--- config.mk ---
export PLATFORM = sky130hd
export DESIGN_NAME = ifetch_queue
export DESIGN_NICKNAME = d
export VERILOG_FILES = /design/src/rtl/ifetch_queue.sv
export SDC_FILE = /design/constraint.sdc
export NUM_CORES = 1
export LEC_CHECK = 0
export CAP_MARGIN = 40
export CORE_AREA = 2 2 136 192
export CTS_BUF_LIST = sky130_fd_sc_hd__clkbuf_4
export DETAILED_ROUTE_END_ITERATION = 10
export DIE_AREA = 0 0 138 194
export MAX_ROUTING_LAYER = met4
export PLACE_DENSITY = 0.8
export SYNTH_ARGS = -nofsm -noshare
export SYNTH_HDL_FRONTEND = slang
export SYNTH_SLANG_ARGS = --single-unit
--- constraint.sdc ---
create_clock -name clk -period 3.9 [get_ports clk]
set_input_delay 0.78 -clock clk [delete_from_list [all_inputs] [get_ports clk]]
set_output_delay 0.78 -clock clk [all_outputs]
set_load 0.02 [all_outputs]
--- src/rtl/ifetch_queue.sv ---
// ifetch_queue: instruction prefetch queue between instruction memory and the IF/ID register.
//
// The queue issues sequential word fetches, buffers up to DEPTH returned instructions with
// their PC tags, and presents them in order under a valid/ready handshake. A redirect
// flushes the buffer, marks the in-flight responses as stale, and restarts fetching at the
// new target.
//
// Parameters:
//   DEPTH     - queue entries (power of two, >= 2)
//   RESET_PC  - first fetch address after reset
//
// Ports:
//   clk, reset            - rising-edge clock, synchronous active-high reset
//   redirect, redirect_pc - flush and refetch from redirect_pc (low two bits ignored)
//   imem_req, imem_addr   - fetch request and word address
//   imem_ready            - memory accepts the request this cycle
//   imem_rvalid/rdata     - in-order instruction responses
//   out_valid/instr/pc    - head of queue (instr and pc read 0 when out_valid is 0)
//   out_ready             - fetch stage consumes the head
//
// Build option: define IFQ_BYPASS_EN to forward a kept response straight to the outputs in
// the cycle it arrives when the queue is empty.

module ifetch_queue #(
    parameter int unsigned DEPTH    = 4,
    parameter logic [31:0] RESET_PC = 32'h0000_0000
) (
    input  logic        clk,
    input  logic        reset,
    input  logic        redirect,
    input  logic [31:0] redirect_pc,
    output logic        imem_req,
    output logic [31:0] imem_addr,
    input  logic        imem_ready,
    input  logic        imem_rvalid,
    input  logic [31:0] imem_rdata,
    output logic        out_valid,
    output logic [31:0] out_instr,
    output logic [31:0] out_pc,
    input  logic        out_ready
);

    localparam int unsigned PtrW = (DEPTH > 1) ? $clog2(DEPTH) : 1;
    localparam int unsigned CntW = PtrW + 1;
    localparam logic [CntW:0] CreditMax = (CntW + 1)'(DEPTH);

    logic [31:0]     fetch_pc_q, fetch_pc_d;
    logic [31:0]     resp_pc_q, resp_pc_d;
    logic [PtrW-1:0] wr_ptr_q, wr_ptr_d;
    logic [PtrW-1:0] rd_ptr_q, rd_ptr_d;
    logic [CntW-1:0] count_q, count_d;
    logic [CntW-1:0] infl_q, infl_d;
    logic [CntW-1:0] drop_cnt_q, drop_cnt_d;

    logic [31:0] instr_mem_q [DEPTH];
    logic [31:0] pc_mem_q    [DEPTH];

    logic [CntW:0] credit_sum;
    logic          queue_valid;
    logic          accept;
    logic          resp_live;
    logic          keep;
    logic          push;
    logic          pop;
    logic          bypass_take;
    logic [31:0]   redirect_target;

    // Control decode. Requests are credit-limited so every kept response has a free slot.
    always_comb begin
        credit_sum      = {1'b0, count_q} + {1'b0, infl_q};
        queue_valid     = (count_q != '0);
        imem_req        = !reset && !redirect && (credit_sum < CreditMax);
        imem_addr       = reset ? RESET_PC : fetch_pc_q;
        accept          = imem_req && imem_ready;
        // A response with nothing outstanding is spurious and ignored.
        resp_live       = imem_rvalid && (infl_q != '0);
        keep            = resp_live && (drop_cnt_q == '0) && !redirect;
        pop             = queue_valid && out_ready && !redirect;
`ifdef IFQ_BYPASS_EN
        bypass_take     = keep && !queue_valid && out_ready;
`else
        bypass_take     = 1'b0;
`endif
        push            = keep && !bypass_take;
        redirect_target = redirect_pc & 32'hFFFF_FFFC;
    end

    // Head presentation.
    always_comb begin
        out_valid = 1'b0;
        out_instr = '0;
        out_pc    = '0;
        if (!reset) begin
            if (queue_valid) begin
                out_valid = 1'b1;
                out_instr = instr_mem_q[rd_ptr_q];
                out_pc    = pc_mem_q[rd_ptr_q];
            end
`ifdef IFQ_BYPASS_EN
            else if (keep) begin
                out_valid = 1'b1;
                out_instr = imem_rdata;
                out_pc    = resp_pc_q;
            end
`endif
        end
    end

    // Next-state.
    always_comb begin
        fetch_pc_d = fetch_pc_q;
        resp_pc_d  = resp_pc_q;
        wr_ptr_d   = wr_ptr_q;
        rd_ptr_d   = rd_ptr_q;
        count_d    = count_q;
        drop_cnt_d = drop_cnt_q;
        infl_d     = infl_q + CntW'(accept) - CntW'(resp_live);

        if (redirect) begin
            // Everything still outstanding after this cycle belongs to the old stream.
            fetch_pc_d = redirect_target;
            resp_pc_d  = redirect_target;
            count_d    = '0;
            rd_ptr_d   = wr_ptr_q;
            drop_cnt_d = infl_q - CntW'(resp_live);
        end else begin
            if (accept) begin
                fetch_pc_d = fetch_pc_q + 32'd4;
            end
            if (keep) begin
                resp_pc_d = resp_pc_q + 32'd4;
            end
            if (resp_live && (drop_cnt_q != '0)) begin
                drop_cnt_d = drop_cnt_q - 1'b1;
            end
            if (push) begin
                wr_ptr_d = wr_ptr_q + 1'b1;
            end
            if (pop) begin
                rd_ptr_d = rd_ptr_q + 1'b1;
            end
            case ({push, pop})
                2'b10:   count_d = count_q + 1'b1;
                2'b01:   count_d = count_q - 1'b1;
                default: count_d = count_q;
            endcase
        end
    end

    always_ff @(posedge clk) begin
        if (reset) begin
            fetch_pc_q <= RESET_PC;
            resp_pc_q  <= RESET_PC;
            wr_ptr_q   <= '0;
            rd_ptr_q   <= '0;
            count_q    <= '0;
            infl_q     <= '0;
            drop_cnt_q <= '0;
        end else begin
            fetch_pc_q <= fetch_pc_d;
            resp_pc_q  <= resp_pc_d;
            wr_ptr_q   <= wr_ptr_d;
            rd_ptr_q   <= rd_ptr_d;
            count_q    <= count_d;
            infl_q     <= infl_d;
            drop_cnt_q <= drop_cnt_d;
        end
    end

    // Storage needs no reset: entries are only read while count_q says they are valid.
    always_ff @(posedge clk) begin
        if (!reset && push) begin
            instr_mem_q[wr_ptr_q] <= imem_rdata;
            pc_mem_q[wr_ptr_q]    <= resp_pc_q;
        end
    end

`ifndef SYNTHESIS
    rvalid_has_credit: assert property (
        @(posedge clk) disable iff (reset) imem_rvalid |-> (infl_q != '0)
    );
`endif

endmodule

==> flow_metrics.env <==
export IMPL_syn_area_um2=13800
export IMPL_maxSlewHeadroom_pct=46.0
export IMPL_vias=8677
export IMPL_synth_cells=960
export IMPL_cts_tree="built"
export IMPL_dieArea_um2=26800
export IMPL_initial_core_util_pct=55.3
export IMPL_via_per_inst=5.63
export IMPL_cap_violations=0
export IMPL_holdCritPathClass="input pin to flop"
export IMPL_finalCriticalPeriod_ns=3.67
export IMPL_die_w_um=138
export IMPL_drcViolationCount=0
export IMPL_cpPeakStageDelay_ns=0.58
export IMPL_cp_required_ns=3.12
export IMPL_synth_seq_area_share_pct=64.7
export IMPL_arrival_ns=2.89
export IMPL_finClkSkew_ns=0.0445
export IMPL_clkSlewWorstSetupHoldPaths_ns=0.07
export IMPL_startpoint_type="flop"
export IMPL_clockBufferDepth=3
export IMPL_ys_ff_latch=323
export IMPL_post_cts_resize_count=0
export IMPL_status="finished, final reports clean"
export IMPL_cp_end_kind="primary output"
export IMPL_multi_input_area_um2=4600
export IMPL_rsz0062_at_grt="false"
export IMPL_ff_latch_area_um2=8950
export IMPL_drt_iter0_drc=490
export IMPL_cts_sinks=323
export IMPL_finalSetupTns_ns=0
export IMPL_power_density_nw_per_um2=434
export IMPL_dp_cells=1412
export IMPL_yosysWarnings=0
export IMPL_ctsRootBufferMaster="clkbuf_4"
export IMPL_hold_violations=0
export IMPL_fillers=1835
export IMPL_totalWireLength_mm=28.4
export IMPL_critPathSlowestCell="clkdlybuf4s50_1"
export IMPL_ant_nets=0
export IMPL_wl_per_cell_um=18.4
export IMPL_crit_fanout=26
export IMPL_crit_chain="buf_12 -> mux4_2 -> and2_1 -> clkdlybuf4s50_1"
export IMPL_syn_avg_cell_area_um2=14.4
export IMPL_path_delay_family="buffers and inverters"
export IMPL_area_growth_pct=21.9
export IMPL_tightest_slew_ns=0.806
export IMPL_synth_edf_count=248
export IMPL_postCtsHoldBufs=0
export IMPL_final_nets=1254
export IMPL_fin_crit_sh_pct=94.1
export IMPL_utilization_pct=67.4
export IMPL_ir_drop_v=0.000229
export IMPL_async_reset_ff_share_pct=0
export IMPL_clk_latency_ns=0.73
export IMPL_worstSetupPathType="flop to primary output"
export IMPL_synthFlopType="edfxtp_1"
export IMPL_detailed_place_hpwl_mm=18.5
export IMPL_core_um2=25000
export IMPL_placementRows=69
export IMPL_die_h_um=194
export IMPL_grt_pass1_wl_mm=45.5
export IMPL_routabilityCongestion=0.907
export IMPL_finalNonFillerCells=1540
export IMPL_grt_antenna_before_repair=2
export IMPL_io_pins=168
export IMPL_cts_inserted_buffers=72
export IMPL_drt_first_pass_iters=5
export IMPL_setup_viol=0
export IMPL_grt_pass1_vias=8838
export IMPL_max_freq_mhz=273
export IMPL_grt_max_degree=66
export IMPL_grt_overflow=0
export IMPL_synth_distinct_cells=59
export IMPL_leakage_nw=5.55
export IMPL_cts_max_level=3
export IMPL_track_usage_pct=22.0
export IMPL_final_max_slew_viol_count=0
export IMPL_drive_above_1_share_pct=17.9
export IMPL_layout_commonest_cell="edfxtp_1"
export IMPL_portBuffers=161
export IMPL_cts_setup_buffers=0
export IMPL_cp_num_buf_inv=2
export IMPL_layout_common_cells="edfxtp_1 (248), clkdlybuf4s50_1 (160), clkbuf_4 (102)"
cell type report:
class / count / share of cell area, %
multi-input cells: 564 / 27.3
inverters: 20 / 0.445
clock buffers: 102 / 4.54
clock inverters: 23 / 0.742
diodes: 3 / 0.0445
repair buffers: 186 / 11.5
flip-flops and latches: 323 / 53.1
well taps: 319 / 2.37
path summary, 6_finish.rpt:
| path | startpoint | endpoint | slack, ns | cells after the start |
|---|---|---|---|---|
| min reg2reg | fetch_pc_q[11] | fetch_pc_q[11] | 0.52 | 2 |
| max | flop | out_pc[24] | 0.23 | 4 |
| max reg2reg | infl_q[1] | infl_q[2] | 1.30 | 11 |
| min | reset | infl_q[0] | 0.37 | 2 |
per-stage QoR:
step	hold slack, ns	setup WS, ns	power [mW]	instance area (um^2)
after CTS	0.330	0.140	7.39	16900
after global placement	0.494	0.651	4.86	16000
after detailed placement	0.510	0.625	4.88	16000
after global routing	0.364	0.0784	7.64	16900
final	0.368	0.231	7.32	16900
after floorplan	0.475	0.665	4.57	13900
sequential cells by signal, summed over array words and instances, names as in the netlist, named ones only:
register / cells
fetch_pc_q: 30
infl_q: 3
pc_mem_q: 120
count_q: 3
resp_pc_q: 30
drop_cnt_q: 3
instr_mem_q: 128
wr_ptr_q: 2
rd_ptr_q: 2
layer usage:
layer / up-vias / GRT usage, % / share of wire, %
li1: 4122 / - / -
met1: 4191 / 25.9 / 40
met2: 314 / 37.5 / 51
met3: 50 / 4.20 / 6.3
met4: 0 / 8.92 / 2.3
met5: - / - / 0
power by group:
part	switching (mW)	internal [mW]	leakage [nW]
clock	1.24	1.28	0.535
combinational	0.422	0.417	2.14
sequential	0.133	3.83	2.87
synth_stat cells (15+ instances only):
master / instances / area [um^2]
a21oi_1: 33 / 165
ha_1: 15 / 188
nand2_1: 45 / 169
and2_1: 68 / 425
xnor2_1: 20 / 175
a211oi_1: 25 / 188
dfxtp_1: 75 / 1500
clkbuf_1: 39 / 146
nand4_1: 24 / 150
mux4_2: 62 / 1400
nand3_1: 31 / 155
nor2_1: 53 / 199
inv_1: 18 / 67.6
o21ai_0: 17 / 85.1
nor2b_1: 29 / 181
xor2_1: 21 / 184
edfxtp_1: 248 / 7450
logic make-up after synthesis:
logic type	Yosys count	share of synthesized area [%]
multiplexers	70	10.7
XOR/XNOR	41	2.59
other	1	0.0271
flip-flops	323	64.7
adder cells (fa/ha/maj)	17	1.65
AO/OA/AOI/OAI	114	5.31
buffers and inverters	76	2.33
AND/OR/NAND/NOR	318	12.7
No activity file was read; power rests on OpenSTA's default activity.
